$ cat src/rtl/sq_store_queue.sv
// Circular store queue: tracks stores from dispatch through cache drain and
// builds the store-to-load forwarding candidate vector for the priority selector.
module sq_store_queue #(
    parameter int SQ_SIZE = 8,
    parameter int ADDR_W  = 32,
    parameter int DATA_W  = 32
) (
    input  logic                         clock,
    input  logic                         reset,
    input  logic                         disp_en,
    output logic [$clog2(SQ_SIZE)-1:0]   disp_idx,
    output logic                         full,
    output logic                         empty,
    input  logic                         ex_valid,
    input  logic [$clog2(SQ_SIZE)-1:0]   ex_idx,
    input  logic [ADDR_W-1:0]            ex_addr,
    input  logic [DATA_W-1:0]            ex_data,
    input  logic                         rt_en,
    input  logic                         squash,
    output logic                         mem_req,
    output logic [ADDR_W-1:0]            mem_addr,
    output logic [DATA_W-1:0]            mem_data,
    input  logic                         mem_ack,
    input  logic [ADDR_W-1:0]            ld_addr,
    input  logic [$clog2(SQ_SIZE)-1:0]   ld_tail,
    output logic [SQ_SIZE-1:0]           fwd_req,
    output logic [$clog2(SQ_SIZE)-1:0]   fwd_sel,
    input  logic [$clog2(SQ_SIZE)-1:0]   fwd_gnt,
    output logic                         fwd_hit,
    output logic                         fwd_stall,
    output logic [DATA_W-1:0]            fwd_data
);

    localparam int N  = SQ_SIZE;
    localparam int IW = $clog2(SQ_SIZE);
    localparam logic [IW-1:0]     IDX_ONE   = IW'(1);
    localparam logic [IW:0]       CNT_ONE   = (IW+1)'(1);
    localparam logic [IW:0]       CNT_FULL  = (IW+1)'(N);
    localparam logic [ADDR_W-1:0] WORD_MASK = {{(ADDR_W-2){1'b1}}, 2'b00};

    typedef enum logic [1:0] {
        S_FREE   = 2'd0,
        S_ALLOC  = 2'd1,
        S_READY  = 2'd2,
        S_COMMIT = 2'd3
    } entry_st_e;

    entry_st_e         state_q [N];
    entry_st_e         state_d [N];
    logic [ADDR_W-1:0] addr_q  [N];
    logic [ADDR_W-1:0] addr_d  [N];
    logic [DATA_W-1:0] data_q  [N];
    logic [DATA_W-1:0] data_d  [N];
    logic [IW-1:0]     head_q, head_d;
    logic [IW-1:0]     cmt_q, cmt_d;
    logic [IW-1:0]     tail_q, tail_d;
    logic [IW:0]       count_q, count_d;

    logic disp_ok, ex_ok, rt_ok, ack_ok;
    logic [IW-1:0] fwd_lim, ent_off;

    assign full     = (count_q == CNT_FULL);
    assign empty    = (count_q == '0);
    assign disp_idx = tail_q;
    assign mem_req  = (state_q[head_q] == S_COMMIT);
    assign mem_addr = addr_q[head_q];
    assign mem_data = data_q[head_q];

    assign disp_ok = disp_en && !full && !squash;
    assign ex_ok   = ex_valid && !squash && (state_q[ex_idx] == S_ALLOC);
    assign rt_ok   = rt_en && (state_q[cmt_q] == S_READY);
    assign ack_ok  = mem_ack && mem_req;

    always_comb begin
        state_d = state_q;
        addr_d  = addr_q;
        data_d  = data_q;
        head_d  = head_q;
        cmt_d   = cmt_q;
        tail_d  = tail_q;
        count_d = count_q;

        if (disp_ok) begin
            state_d[tail_q] = S_ALLOC;
            tail_d          = tail_q + IDX_ONE;
        end
        if (ex_ok) begin
            state_d[ex_idx] = S_READY;
            addr_d[ex_idx]  = ex_addr;
            data_d[ex_idx]  = ex_data;
        end
        if (rt_ok) begin
            state_d[cmt_q] = S_COMMIT;
            cmt_d          = cmt_q + IDX_ONE;
        end
        if (ack_ok) begin
            state_d[head_q] = S_FREE;
            head_d          = head_q + IDX_ONE;
        end

        if (disp_ok && !ack_ok) begin
            count_d = count_q + CNT_ONE;
        end else if (!disp_ok && ack_ok) begin
            count_d = count_q - CNT_ONE;
        end

        // Retire has already been folded in, so a same-cycle retiree survives.
        if (squash) begin
            count_d = '0;
            for (int i = 0; i < N; i++) begin
                if (state_d[i] == S_ALLOC || state_d[i] == S_READY) begin
                    state_d[i] = S_FREE;
                end
                if (state_d[i] == S_COMMIT) begin
                    count_d = count_d + CNT_ONE;
                end
            end
            tail_d = cmt_d;
        end
    end

    always_ff @(posedge clock or negedge reset) begin
        if (!reset) begin
            for (int i = 0; i < N; i++) begin
                state_q[i] <= S_FREE;
            end
            head_q  <= '0;
            cmt_q   <= '0;
            tail_q  <= '0;
            count_q <= '0;
        end else begin
            state_q <= state_d;
            head_q  <= head_d;
            cmt_q   <= cmt_d;
            tail_q  <= tail_d;
            count_q <= count_d;
        end
    end

    always_ff @(posedge clock) begin
        addr_q <= addr_d;
        data_q <= data_d;
    end

    // Age test: an entry is older than the load when its ring offset from head
    // is below the load's tail snapshot offset.
    always_comb begin
        fwd_req   = '0;
        fwd_stall = 1'b0;
        ent_off   = '0;
        fwd_lim   = ld_tail - head_q;
        for (int i = 0; i < N; i++) begin
            ent_off = IW'(i) - head_q;
            if (ent_off < fwd_lim) begin
                if ((state_q[i] == S_READY || state_q[i] == S_COMMIT) &&
                    (((addr_q[i] ^ ld_addr) & WORD_MASK) == '0)) begin
                    fwd_req[i] = 1'b1;
                end
                if (state_q[i] == S_ALLOC) begin
                    fwd_stall = 1'b1;
                end
            end
        end
    end

    assign fwd_sel  = ld_tail - IDX_ONE;
    assign fwd_hit  = (|fwd_req) && !fwd_stall;
    assign fwd_data = data_q[fwd_gnt];

endmodule

$ cat config.mk
export PLATFORM = sky130hd
export DESIGN_NAME = sq_store_queue
export DESIGN_NICKNAME = d
export VERILOG_FILES = /design/src/rtl/sq_store_queue.sv
export SDC_FILE = /design/constraint.sdc
export NUM_CORES = 1
export LEC_CHECK = 0
export CAP_MARGIN = 20
export CORE_MARGIN = 2
export CORE_UTILIZATION = 40
export CTS_CLUSTER_SIZE = 28
export DETAILED_ROUTE_END_ITERATION = 16
export GPL_TIMING_DRIVEN = 0
export MAX_ROUTING_LAYER = met4
export PLACE_DENSITY_LB_ADDON = 0.15
export SYNTH_ARGS = -nofsm -noshare
export SYNTH_HDL_FRONTEND = slang
export SYNTH_SLANG_ARGS = --single-unit
$ cat constraint.sdc
create_clock -name clock -period 21.3 [get_ports clock]
set_input_delay 2.13 -clock clock [delete_from_list [all_inputs] [get_ports clock]]
set_output_delay 2.13 -clock clock [all_outputs]
set_load 0.005 [all_outputs]
### After elaboration in Yosys (flattened, before gate mapping)

Index checks and enable logic that the tools add are counted.

| storage, ports and cells | value |
|---|---|
| register bits after elaboration | 541 |
| input bits | 112 |
| output and inout port bits | 115 |
| logic and storage cells | 299 |

| cells by class | value |
|---|---|
| add/subtract/negate cells | 22 |
| $lt $le $gt $ge | 17 |
| eq/ne operators | 52 |
| mux-type cells | 104 |
| bitwise gates (word level) | 22 |
| reduce and logical (&&, ||, !) cells | 54 |

Operators by type and width:

| kind | count |
|---|---|
| $bwmux W256 | 2 |
| $bmux W32 S3 | 3 |
| $logic_not A32 Y1 | 8 |
| $xor A32 B32 Y32 | 8 |
| $mux W32 | 7 |
| $demux W32 S3 | 1 |
| $mux W16 | 5 |
| $eq A2 B2 Y1 const B | 34 |
| $mux W4 | 17 |
| $mux W2 | 26 |
| $eq A2 B1 Y1 const B | 17 |
| $mux W1 | 33 |
| $add A4 B1 Y4 const B | 8 |
| $demux W2 S3 | 4 |
| $lt A3 B3 Y1 | 8 |
| $logic_and A1 B1 Y1 | 21 |
| $ge A4 B4 Y1 const B | 5 |
| $not A3 Y4 | 5 |
| $bmux W2 S3 | 3 |
| $and A16 B16 Y16 | 1 |
| $and A8 B8 Y8 | 2 |
| $logic_or A1 B1 Y1 | 16 |
| $lt A4 B1 Y1 const B | 4 |
| $not A16 Y16 | 1 |
| 17 further kinds | 32 |

### Longest topological paths before layout

Gate-level depths: netlist (run 1).

| depth | value |
|---|---|
| depth in word-level cells | 42 |
| gate-level depth with buffers | 24 |
| depth with buffers taken out | 22 |

### Worst setup path before layout (run 1)

Ideal clock, no wire load.

| timing path | value |
|---|---|
| kind | in2reg |
| from | input ex_idx[0] |
| to | register state_q[4] (netlist bit) |
| setup time | 0.126 ns |
| data arrival time | 9.333 ns |
| required time | 21.174 ns |
| slack | 11.841 ns |
| stages | 5 |
| path buffers | 1 |
| cell sequence | clkbuf_1 > nand2b_1 > nor4_1 > a221oi_1 > o21a_1 |

RTL lines:

| item | RTL line | source |
|---|---|---|
| start: declaration | 15 | `input logic [$clog2(SQ_SIZE)-1:0] ex_idx,` |
| end signal: assignment | 132 | `state_q <= state_d;` |
| end: declaration | 48 | `entry_st_e state_q [N];` |

### Worst setup path after layout (run 1)

| timing path | value |
|---|---|
| from | input ld_tail[0] |
| to | output fwd_hit |

| on the way | value |
|---|---|
| longest elaborated chain between the ends | 19 |
| elaborated cells between the ends (all ways) | 35 |
| classes of those cells | add/sub (1); order compare (8); mux (23); reduce/logical (3) |

Ends and longest elaborated chain:

| item | RTL line | source |
|---|---|---|
| start: declaration | 25 | `input logic [$clog2(SQ_SIZE)-1:0] ld_tail,` |
| $sub A3 B3 Y3 (*) | 151 | `fwd_lim = ld_tail - head_q;` |
| $lt A3 B3 Y1 | 154 | `if (ent_off < fwd_lim) begin` |
| $mux W1 | 154 |  |
| $mux W1 | 159 | `if (state_q[i] == S_ALLOC) begin` |
| $mux W1 | 154 |  |
| $mux W1 | 159 |  |
| $mux W1 | 154 |  |
| $mux W1 | 159 |  |
| [... 3 more ...] | n/a |  |
| $mux W1 | 159 |  |
| $mux W1 | 154 |  |
| $mux W1 | 159 |  |
| $mux W1 | 154 |  |
| $mux W1 | 159 |  |
| $mux W1 | 154 |  |
| $logic_not A1 Y1 | 167 | `assign fwd_hit = (\|fwd_req) && !fwd_stall;` |
| $logic_and A1 B1 Y1 (*) | 167 |  |
| end: declaration | 29 | `output logic fwd_hit,` |

Mark *: on every way between the ends. The rest lies on a longest branch, timed or not.

==> impl_metrics.py, run 1 <==
metrics = {
    "run_status": {
        "outcome": "completed",
    },
    "clock_tree": {
        "cts_sinks": 541,
        "cts_tree": "done",
        "cts_buffers": 60,
        "clk_path_buf_depth": 3,
        "cts_hold_buf": 0,
        "h-tree-depth": 2,
        "clk_pin_slew_ns": 0.06,
        "postCtsResizedCells": 0,
        "cts_setup_buffers": 0,
        "insertion_delay_ns": 0.65,
        "cts-root-buf": "clkbuf_16",
    },
    "placement": {
        "post-place-ws_ns": 13.40,
        "hpwl_mm": 63.1,
        "place_area_sq_um": 30800,
        "place_congestion": 0.958,
        "numPortBuffers": 190,
    },
    "timing": {
        "final_max_slew_viol_count": 0,
        "grt_setup_unrepaired": "false",
        "setup_violations": 0,
        "clock.fmax_ghz": 0.127,
        "finalSetupTns_ns": 0,
        "hold_viol": 0,
        "period_needed_ns": 7.90,
        "finalCritPeriodShare": 0.371,
        "worst_pin_slew_ns": 1.11,
        "worst_slack_ns": 13.40,
        "clock_skew_ns": 0.0337,
        "maxSlewHeadroom": 0.259,
    },
    "yosys": {
        "yosys-top-cells-count": "512 x edfxtp_1, 254 x xnor2_1, 232 x nand2_1, 197 x mux4_2, 73 x clkbuf_1",
        "synth-async-reset-ratio": 0.0536,
        "yosysWarnings": 0,
        "syn_area_sq_um": 27300,
        "yosysMostFrequentCell": "edfxtp_1",
        "synth_area_leaders": "edfxtp_1 56%, mux4_2 16%, xnor2_1 8.2%, nand2_1 3.2%, dfrtp_1 2.7%",
        "synth_edf_count": 512,
        "synth.largest_area_cell": "edfxtp_1",
        "synth-seq-cells": 541,
        "postSynthCellCount": 1757,
        "synth_seq_area_share": 0.590,
        "yosysTopAreaCellShare": 0.564,
        "synth_nets": 1900,
        "synth.distinct_cells": 74,
        "avgSynthCellArea_sq_um": 15.5,
        "ys.flop_type": "edfxtp_1",
    },
    "worst_setup_path": {
        "crit_arrival_ns": 5.77,
        "worstPathRequired_ns": 19.17,
        "rr_endpoint": "count_q[3]$_DFFE_PN0P_",
        "start_kind": "input pin",
        "reg2reg_depth": 21,
        "r2r-start": "head_q[2]$_DFFE_PN0P_",
        "crit_type": "input pin to output port",
        "regToRegSetupSlack_ns": 15.72,
        "crit_fanout": 8,
        "crit_start": "ld_tail[0]",
        "crit_end": "fwd_hit",
        "setup.worst_path.end_class": "output port",
    },
    "final_layout": {
        "utilization": 0.486,
        "layout-drive-gt1-share": 0.190,
        "final_area_sq_um": 32800,
        "nets": 2194,
        "area_delta_synth_final_pct": 20.1,
    },
    "global_route": {
        "grt_pass1_wl_mm": 124,
        "antenna_found_initial": 10,
        "overflow": 0,
        "grt_max_degree": 48,
        "grt_usage": 0.254,
        "grt_pass1_vias": 17500,
    },
    "detailed_routing": {
        "num_vias": 17200,
        "drtAntennaViolNets": 0,
        "routedWlPerCell_um": 29.0,
        "dr.pass1.iters": 7,
        "via_per_inst": 5.76,
        "wl_mm": 86.4,
        "drc": 0,
        "drtIter0Drc": 1758,
    },
    "job": {
        "cap_violations": 0,
    },
    "power": {
        "static-leakage-power_uw": 0.0108,
        "ir_drop_v": 0.0000851,
        "power_density_nw_per_um2": 77.1,
    },
    "floorplanning": {
        "die_w_um": 265,
        "fp.dieH_um": 265,
        "ios": 227,
        "core_area_sq_um": 67400,
        "dieArea_sq_um": 70300,
        "row_count": 95,
        "start_util": 0.405,
    },
    "hold_path": {
        "hold_class": "register to register",
    },
}
[cell families (layout without fill, tap and decap cells)]
group	Yosys count	after routing	synth area share
AOI/OAI and AO/OA	118	118	0.0328
DFF	541	541	0.590
and+or+nand+nor	419	419	0.0740
xor gates and xnor gates	266	266	0.0869
buffers and inverters	142	486	0.0211
adders and majority gates	31	31	0.0148
muxes	240	240	0.180
other	0	10	0
[sequential cells by signal, indices dropped and copies added (netlist names)]
name,cells
addr_q,256
cmt_q,3
count_q,4
data_q,256
disp_idx,3
head_q,3
state_q,16
[cell type report]
class | instances | area [sq um]
tap | 873 | 1090
inverter | 34 | 140
multi-input combinational | 1074 | 10600
antenna | 10 | 25.0
fill | 5765 | 34600
timing repair buffer | 232 | 2470
sequential | 541 | 16100
clock buffer | 78 | 1570
clock inverter | 34 | 294
buffer | 108 | 447
[critical path, stage by stage]
cell and delay [ns]:
clkdlybuf4s50_1 0.47, inv_1 0.17, nand2_1 0.13, fa_1 0.40, xnor2_1 0.59, ha_1 0.37, nor2b_1 0.13, nor2_1 0.27
and3_1 0.35, nor4_1 0.11, a21oi_1 0.13, clkdlybuf4s50_1 0.52
[metal layers]
layer / vias up / global-route usage / share of wire
li1: 7438 / - / -
met1: 8954 / 0.347 / 0.43
met2: 691 / 0.397 / 0.47
met3: 109 / 0.0442 / 0.076
met4: 0 / 0.0629 / 0.023
met5: - / - / 0
[power by group]
part	internal [uW]	switching, uW
clock	558	441
sequential	1180	15.5
combinational	155	181
[through the flow]
stage	power [uW]	instances	hold WS, ns
after floorplan	1390	1757	0.574
after global placement	1540	2820	0.631
after detailed placement	1550	2859	0.635
after CTS	2540	2971	0.645
after global routing	2610	2984	0.694
final	2530	2984	0.641
[cells in the final DEF (no fill, tap or decap), drive strengths merged, types with 4 or more instances in the layout]
master	count
clkinv	24
mux4	197
a31oi	4
nand4	59
nor3b	5
diode	10
nand2b	6
a21oi	33
a41oi	5
edfxtp	512
o211ai	8
ha	29
and3	11
and2	9
nor2b	5
mux2	36
a21o	9
nor4	20
clkdlybuf4s50	189
o21a	7
inv	39
a221oi	7
o221ai	5
o21ai	13
buf	78
clkbuf	151
xor2	9
nand3	16
nor3	8
mux2i	7
nor2	24
a211oi	4
dfrtp	29
a32oi	6
xnor2	257
nand2	232
or2	6
[how the worst min path moves through the flow]
stage	startpoint	end	slack, ns	depth (start not counted)
global placement	cmt_q[1]$_DFF_PN0_	cmt_q[1]$_DFF_PN0_	0.63	3
detailed placement	cmt_q[1]$_DFF_PN0_	cmt_q[1]$_DFF_PN0_	0.64	3
finish	count_q[3]$_DFFE_PN0P_	count_q[3]$_DFFE_PN0P_	0.64	3
floorplan	count_q[3]$_DFFE_PN0P_	count_q[3]$_DFFE_PN0P_	0.57	3
CTS	cmt_q[1]$_DFF_PN0_	cmt_q[1]$_DFF_PN0_	0.65	3
global route	cmt_q[1]$_DFF_PN0_	cmt_q[1]$_DFF_PN0_	0.69	3
No activity file was read; power rests on OpenSTA's default activity.
==> run 2, diff against run 1 <==
==> constraint.sdc (replaced) <==
create_clock -name clock -period 7.68 [get_ports clock]
set_input_delay 0.768 -clock clock [delete_from_list [all_inputs] [get_ports clock]]
set_output_delay 0.768 -clock clock [all_outputs]
set_load 0.005 [all_outputs]
==> run 2 against run 1 <==
  * Count of clock-buffer cells in the layout grew 2
  * Final cell count shrank 0.27%
  * Routed wire length grew 0.46%
  * Non-clock buffer count shrank 4
  * Die area is the same
  * Critical path type is now register to register
==> impl_metrics.py, run 2 (synthesis results as in run 1) <==
metrics = {
    "power": {
        "sequentialPowerShare": 0.475,
        "intPower_uw": 5220,
        "power_switching_uw": 1740,
        "ir_drop_v": 0.000190,
        "power_density_nw_per_um2": 212,
        "combPwrFrac": 0.135,
        "swShare": 0.250,
        "clock_power_share": 0.390,
        "static-leakage-power_uw": 0.0108,
    },
    "worst_setup_path": {
        "start_kind": "register",
        "setup.worst_path.end_class": "register",
        "worstPathRequired_ns": 8.22,
        "rr_endpoint": "count_q[3]$_DFFE_PN0P_",
        "crit_arrival_ns": 6.15,
        "r2r-start": "head_q[2]$_DFFE_PN0P_",
        "crit_fanout": 12,
        "regToRegSetupSlack_ns": 2.08,
        "crit_type": "register to register",
        "reg2reg_depth": 22,
    },
    "timing": {
        "clock_skew_ns": 0.0299,
        "maxSlewHeadroom": 0.246,
        "clock.fmax_ghz": 0.178,
        "worst_slack_ns": 2.08,
        "finalCritPeriodShare": 0.730,
        "fin_hold_ws_ns": 0.202,
        "final_max_slew_viol_count": 0,
        "hold_viol": 0,
        "period_needed_ns": 5.60,
        "grt_setup_unrepaired": "false",
        "setup_violations": 0,
        "worst_pin_slew_ns": 1.13,
    },
    "floorplanning": {
        "fp.dieH_um": 265,
        "start_util": 0.405,
        "core_area_sq_um": 67400,
        "die_w_um": 265,
        "ios": 227,
        "row_count": 95,
        "dieArea_sq_um": 70300,
    },
    "global_route": {
        "grt_usage": 0.255,
        "antenna_found_initial": 11,
        "use_met2": 0.409,
        "grt_max_degree": 47,
        "grt_pass1_vias": 17600,
        "grt_pass1_wl_mm": 124,
        "grt-busiest-layer": "met2",
        "overflow": 0,
        "grt_util_met1": 0.340,
        "use_met3": 0.0510,
    },
    "placement": {
        "place_area_sq_um": 30800,
        "numPortBuffers": 190,
        "post-place-ws_ns": 1.85,
        "place_congestion": 0.961,
        "hpwl_mm": 63.3,
    },
    "clock_tree": {
        "cts_tree": "done",
        "insertion_delay_ns": 0.64,
        "cts_hold_buf": 0,
        "postCtsResizedCells": 0,
        "h-tree-depth": 2,
        "cts_sinks": 541,
        "clk_pin_slew_ns": 0.06,
        "cts_setup_buffers": 0,
        "cts-root-buf": "clkbuf_16",
        "clk_path_buf_depth": 3,
        "cts_buffers": 60,
    },
    "detailed_routing": {
        "via_per_inst": 5.76,
        "drtIter0Drc": 1635,
        "routedWlPerCell_um": 29.2,
        "drc": 0,
        "num_vias": 17200,
        "wl_mm": 86.8,
        "drtAntennaViolNets": 0,
        "dr.pass1.iters": 5,
    },
    "final_layout": {
        "final_cell_mix": "512 x edfxtp_1, 254 x xnor2_1, 232 x nand2_1",
        "multi_input_area_sq_um": 10600,
        "top_regs": "addr_q (256), data_q (256), state_q (16)",
        "area_delta_synth_final_pct": 20.2,
        "layout_commonest_cell": "edfxtp_1",
        "final_area_sq_um": 32800,
        "nets": 2190,
        "layout-drive-gt1-share": 0.190,
        "fillers": 5743,
        "register_area_sq_um": 16100,
    },
    "job": {
        "cap_violations": 0,
    },
    "hold_path": {
        "hold_class": "input pin to async pin",
    },
    "run_status": {
        "outcome": "completed",
    },
}
run 2: cell types whose count changed in the layout (fill, tap and decap cells not counted), moves of 3 or more:
cell | before | now
clkinv_2 | 10 | 13
clkinv_1 | 12 | 6
buf_4 | 13 | 1
inv_6 | 4 | 1
buf_8 | 9 | 15
run 2: through the flow:
stage	util	total power (uW)	TNS [ns]	cells
floorplan	-	3850	0	1757
global placement	0.449	4280	-751.81	2820
detailed placement	0.458	4300	0	2852
CTS	0.485	7010	0	2958
global route	0.486	7190	0	2974
finish	0.486	6960	0	2976
run 2: cell type report:
type                       count  area share
sequential                   541       0.491
multi-input combinational   1074       0.324
timing repair buffer         228      0.0768
clock buffer                  80      0.0490
tap                          873      0.0333
buffer                       108      0.0137
clock inverter                26     0.00641
inverter                      34     0.00427
antenna                       12    0.000916
run 2: worst max-delay path, cell delays in order (launching register included):
cell and delay [ns]:
dfrtp_1 0.43, clkbuf_1 0.20, inv_1 0.20, clkbuf_1 0.64, ha_1 0.35, nand2_1 0.11
o21a_2 0.24, inv_2 0.10, ha_1 0.36, xnor2_4 0.29, inv_1 0.10, ha_1 0.30
nand3_1 0.12, o2111ai_1 0.14, o221a_2 0.31, ha_1 0.20, nand2_1 0.07, xnor2_1 0.13
xnor2_1 0.09, and4_1 0.19, or4b_1 0.48, a211o_1 0.30, a31oi_1 0.16
run 2: how the worst max path moves through the flow:
stage,startpoint,end,slack [ns],cells after the start
after floorplan,ex_idx[0],state_q[7]$_DFF_PN0_,0.69,7
after global placement,ex_idx[1],state_q[7]$_DFF_PN0_,-6.14,8
after detailed placement,squash,count_q[3]$_DFFE_PN0P_,1.85,20
after CTS,head_q[2]$_DFFE_PN0P_,count_q[3]$_DFFE_PN0P_,2.08,21
after global routing,head_q[2]$_DFFE_PN0P_,count_q[3]$_DFFE_PN0P_,1.73,24
final,head_q[2]$_DFFE_PN0P_,count_q[3]$_DFFE_PN0P_,2.08,22
run 2: power groups by stage:
| stage | clock (uW) | sequential [uW] | combinational (uW) |
|---|---|---|---|
| floorplan | 0 | 3350 | 502 |
| global placement | 0 | 3360 | 919 |
| detailed placement | 0 | 3360 | 934 |
| CTS | 2770 | 3300 | 940 |
| global route | 2880 | 3310 | 1010 |
| finish | 2720 | 3300 | 938 |
run 2: layer usage:
metal / wire, um / up-vias / share of wire
met4: 1560 / 0 / 0.018
met1: 36200 / 8903 / 0.42
met5: 0 / - / 0
li1: - / 7430 / -
met2: 42000 / 705 / 0.48
met3: 7020 / 115 / 0.081
==> run 3, diff against run 2 <==
==> constraint.sdc (replaced) <==
create_clock -name clock -period 5.3 [get_ports clock]
set_input_delay 0.53 -clock clock [delete_from_list [all_inputs] [get_ports clock]]
set_output_delay 0.53 -clock clock [all_outputs]
set_load 0.005 [all_outputs]
==> run 3 against run 2 <==
  * Hold slack better by 0.29 ns
  * Sequential share of layout area is 0.47 points lower
  * Power up 45%
  * Clock power up 44%
  * Cell area increased by 1.1%
  * Worst setup slack got worse by 1.9 ns
  * Die area did not move
  * Combinational power increased by 49%
  * Global-route usage down 0.20 points
  * Critical path type unchanged
==> impl_metrics.py, run 3 (synthesis results as in run 1) <==
metrics = {
    "global_route": {
        "grt_pass1_vias": 17600,
        "antenna_found_initial": 11,
        "grt_usage": 0.253,
        "grt_pass1_wl_mm": 124,
        "grt_max_degree": 47,
        "overflow": 0,
    },
    "worst_setup_path": {
        "crit_start": "count_q[0]$_DFFE_PN0P_",
        "regToRegSetupSlack_ns": 0.21,
        "cpMostUsedCell": "xnor2_1",
        "rr_endpoint": "count_q[3]$_DFFE_PN0P_",
        "start_kind": "register",
        "crit_fanout": 8,
        "cp_slowest_stage_delay_ns": 0.56,
        "worstPathRequired_ns": 5.85,
        "reg2reg_depth": 22,
        "slowest_stage": "or4b_4",
        "crit_arrival_ns": 5.64,
        "crit_type": "register to register",
        "r2r-start": "count_q[0]$_DFFE_PN0P_",
        "setup.worst_path.end_class": "register",
        "crit_chain": "or4b_4 -> buf_6 -> and4b_2 -> o21a_1 -> a31o_4 -> ha_4 -> inv_1 -> a211oi_1 -> a31oi_1 -> xor2_1 -> o21ai_1 -> ha_1 -> xnor2_1 -> o221a_2 -> ha_2 -> nand2_1 -> xnor2_1 -> xnor2_1 -> and4_1 -> or4b_4 -> a211o_1 -> a31oi_1",
    },
    "power": {
        "power_density_nw_per_um2": 305,
        "ir_drop_v": 0.000294,
        "static-leakage-power_uw": 0.0109,
    },
    "floorplanning": {
        "dieArea_sq_um": 70300,
        "start_util": 0.405,
        "ios": 227,
        "die_w_um": 265,
        "row_count": 95,
        "core_area_sq_um": 67400,
        "fp.dieH_um": 265,
    },
    "final_layout": {
        "final_area_sq_um": 33100,
        "final_cell_mix": "512 x edfxtp_1, 254 x xnor2_1, 232 x nand2_1",
        "area_delta_synth_final_pct": 21.5,
        "layout_commonest_cell": "edfxtp_1",
        "top_regs": "addr_q (256), data_q (256), state_q (16)",
        "layout-drive-gt1-share": 0.205,
        "utilization": 0.492,
        "nets": 2214,
    },
    "detailed_routing": {
        "via_per_inst": 5.75,
        "routedWlPerCell_um": 28.8,
        "dr.pass1.iters": 8,
        "num_vias": 17300,
        "drc": 0,
        "drtAntennaViolNets": 0,
        "drtIter0Drc": 1640,
        "wl_mm": 86.6,
    },
    "placement": {
        "place_area_sq_um": 30900,
        "numPortBuffers": 190,
        "post-place-ws_ns": -0.299,
        "hpwl_mm": 62.5,
        "place_congestion": 1.00,
    },
    "timing": {
        "final_max_slew_viol_count": 0,
        "setup_violations": 0,
        "clock.fmax_ghz": 0.196,
        "maxSlewHeadroom": 0.270,
        "hold_viol": 0,
        "period_needed_ns": 5.09,
        "clock_skew_ns": 0.0212,
        "worst_pin_slew_ns": 1.09,
        "worst_slack_ns": 0.211,
        "finalCritPeriodShare": 0.960,
    },
    "clock_tree": {
        "insertion_delay_ns": 0.64,
        "cts_tree": "done",
        "cts_buffers": 59,
        "clk_path_buf_depth": 3,
        "cts_sinks": 541,
        "cts-root-buf": "clkbuf_16",
        "h-tree-depth": 2,
        "clk_pin_slew_ns": 0.06,
    },
    "hold_path": {
        "hold_class": "input pin to async pin",
    },
    "run_status": {
        "outcome": "completed",
    },
    "job": {
        "cap_violations": 0,
    },
}
## run 3: changes by cell type in the layout (fill, tap and decap cells not counted), sizes merged
cell / change
diode: -1
dlygate4sd3: +1
clkinvlp: -1
buf: +26
clkbuf: -6
bufinv: +1
clkinv: +8
## run 3: timing repair
item,4_1_cts,5_1_grt
hold endpoints to repair,29,0
setup buffers,0,28
hold buffers,1,0
endpoints found under the setup margin,1,2
pin swaps,1,17
resized for setup,5,30
## run 3: how the worst max path moves through the flow
stage | end | slack [ns] | depth (start not counted)
6_report | count_q[3]$_DFFE_PN0P_ | 0.21 | 22
5_1_grt | count_q[3]$_DFFE_PN0P_ | -0.006 | 22
4_1_cts | count_q[3]$_DFFE_PN0P_ | 0.02 | 24
3_5_place_dp | count_q[3]$_DFFE_PN0P_ | -0.30 | 21
3_3_place_gp | state_q[4]$_DFF_PN0_ | -4.98 | 6
2_1_floorplan | state_q[4]$_DFF_PN0_ | 0.10 | 5
## run 3: routing by layer
metal / track usage / routed length (um) / vias to the layer above
met3: 0.0442 / 6420 / 100
met5: - / 0 / -
li1: - / - / 7478
met2: 0.405 / 42200 / 656
met1: 0.340 / 36100 / 9049
met4: 0.0573 / 1850 / 0
## run 3: area by class of cell
cell class	instances	area (sq um)
Tap cell	873	1090
Timing Repair Buffer	254	2780
Buffer	107	458
Clock buffer	76	1540
Sequential cell	541	16100
Clock inverter	34	279
Fill cell	5760	34300
Multi-Input combinational cell	1074	10700
Inverter	34	150
Antenna cell	11	27.5
## run 3: critical path: cells and delay by family, from the launching register on
kind | cells | cell delay [ns]
AOI/OAI and AO/OA | 8 | 1.57
buffers and inverters | 2 | 0.20
and+or+nand+nor | 5 | 1.59
DFF | 1 | 0.42
xor gates and xnor gates | 4 | 0.59
adders and majority gates | 3 | 0.63
## run 3: power by group
| group | internal, uW | switching (uW) | total (uW) |
|---|---|---|---|
| clock | 2200 | 1730 | 3930 |
| combinational | 655 | 742 | 1400 |
| sequential | 4720 | 60.5 | 4780 |
| total | 7580 | 2540 | 10100 |
## run 3: stage by stage
stage	cells	hold WS, ns	setup TNS (ns)	power (uW)
after floorplan	1757	0.234	0	5580
after global placement	2820	0.633	-901.16	6200
after detailed placement	2849	0.621	-0.299	6220
after CTS	2960	0.488	0	10100
after global routing	3004	0.549	-0.00608	10400
final	3004	0.494	0	10100
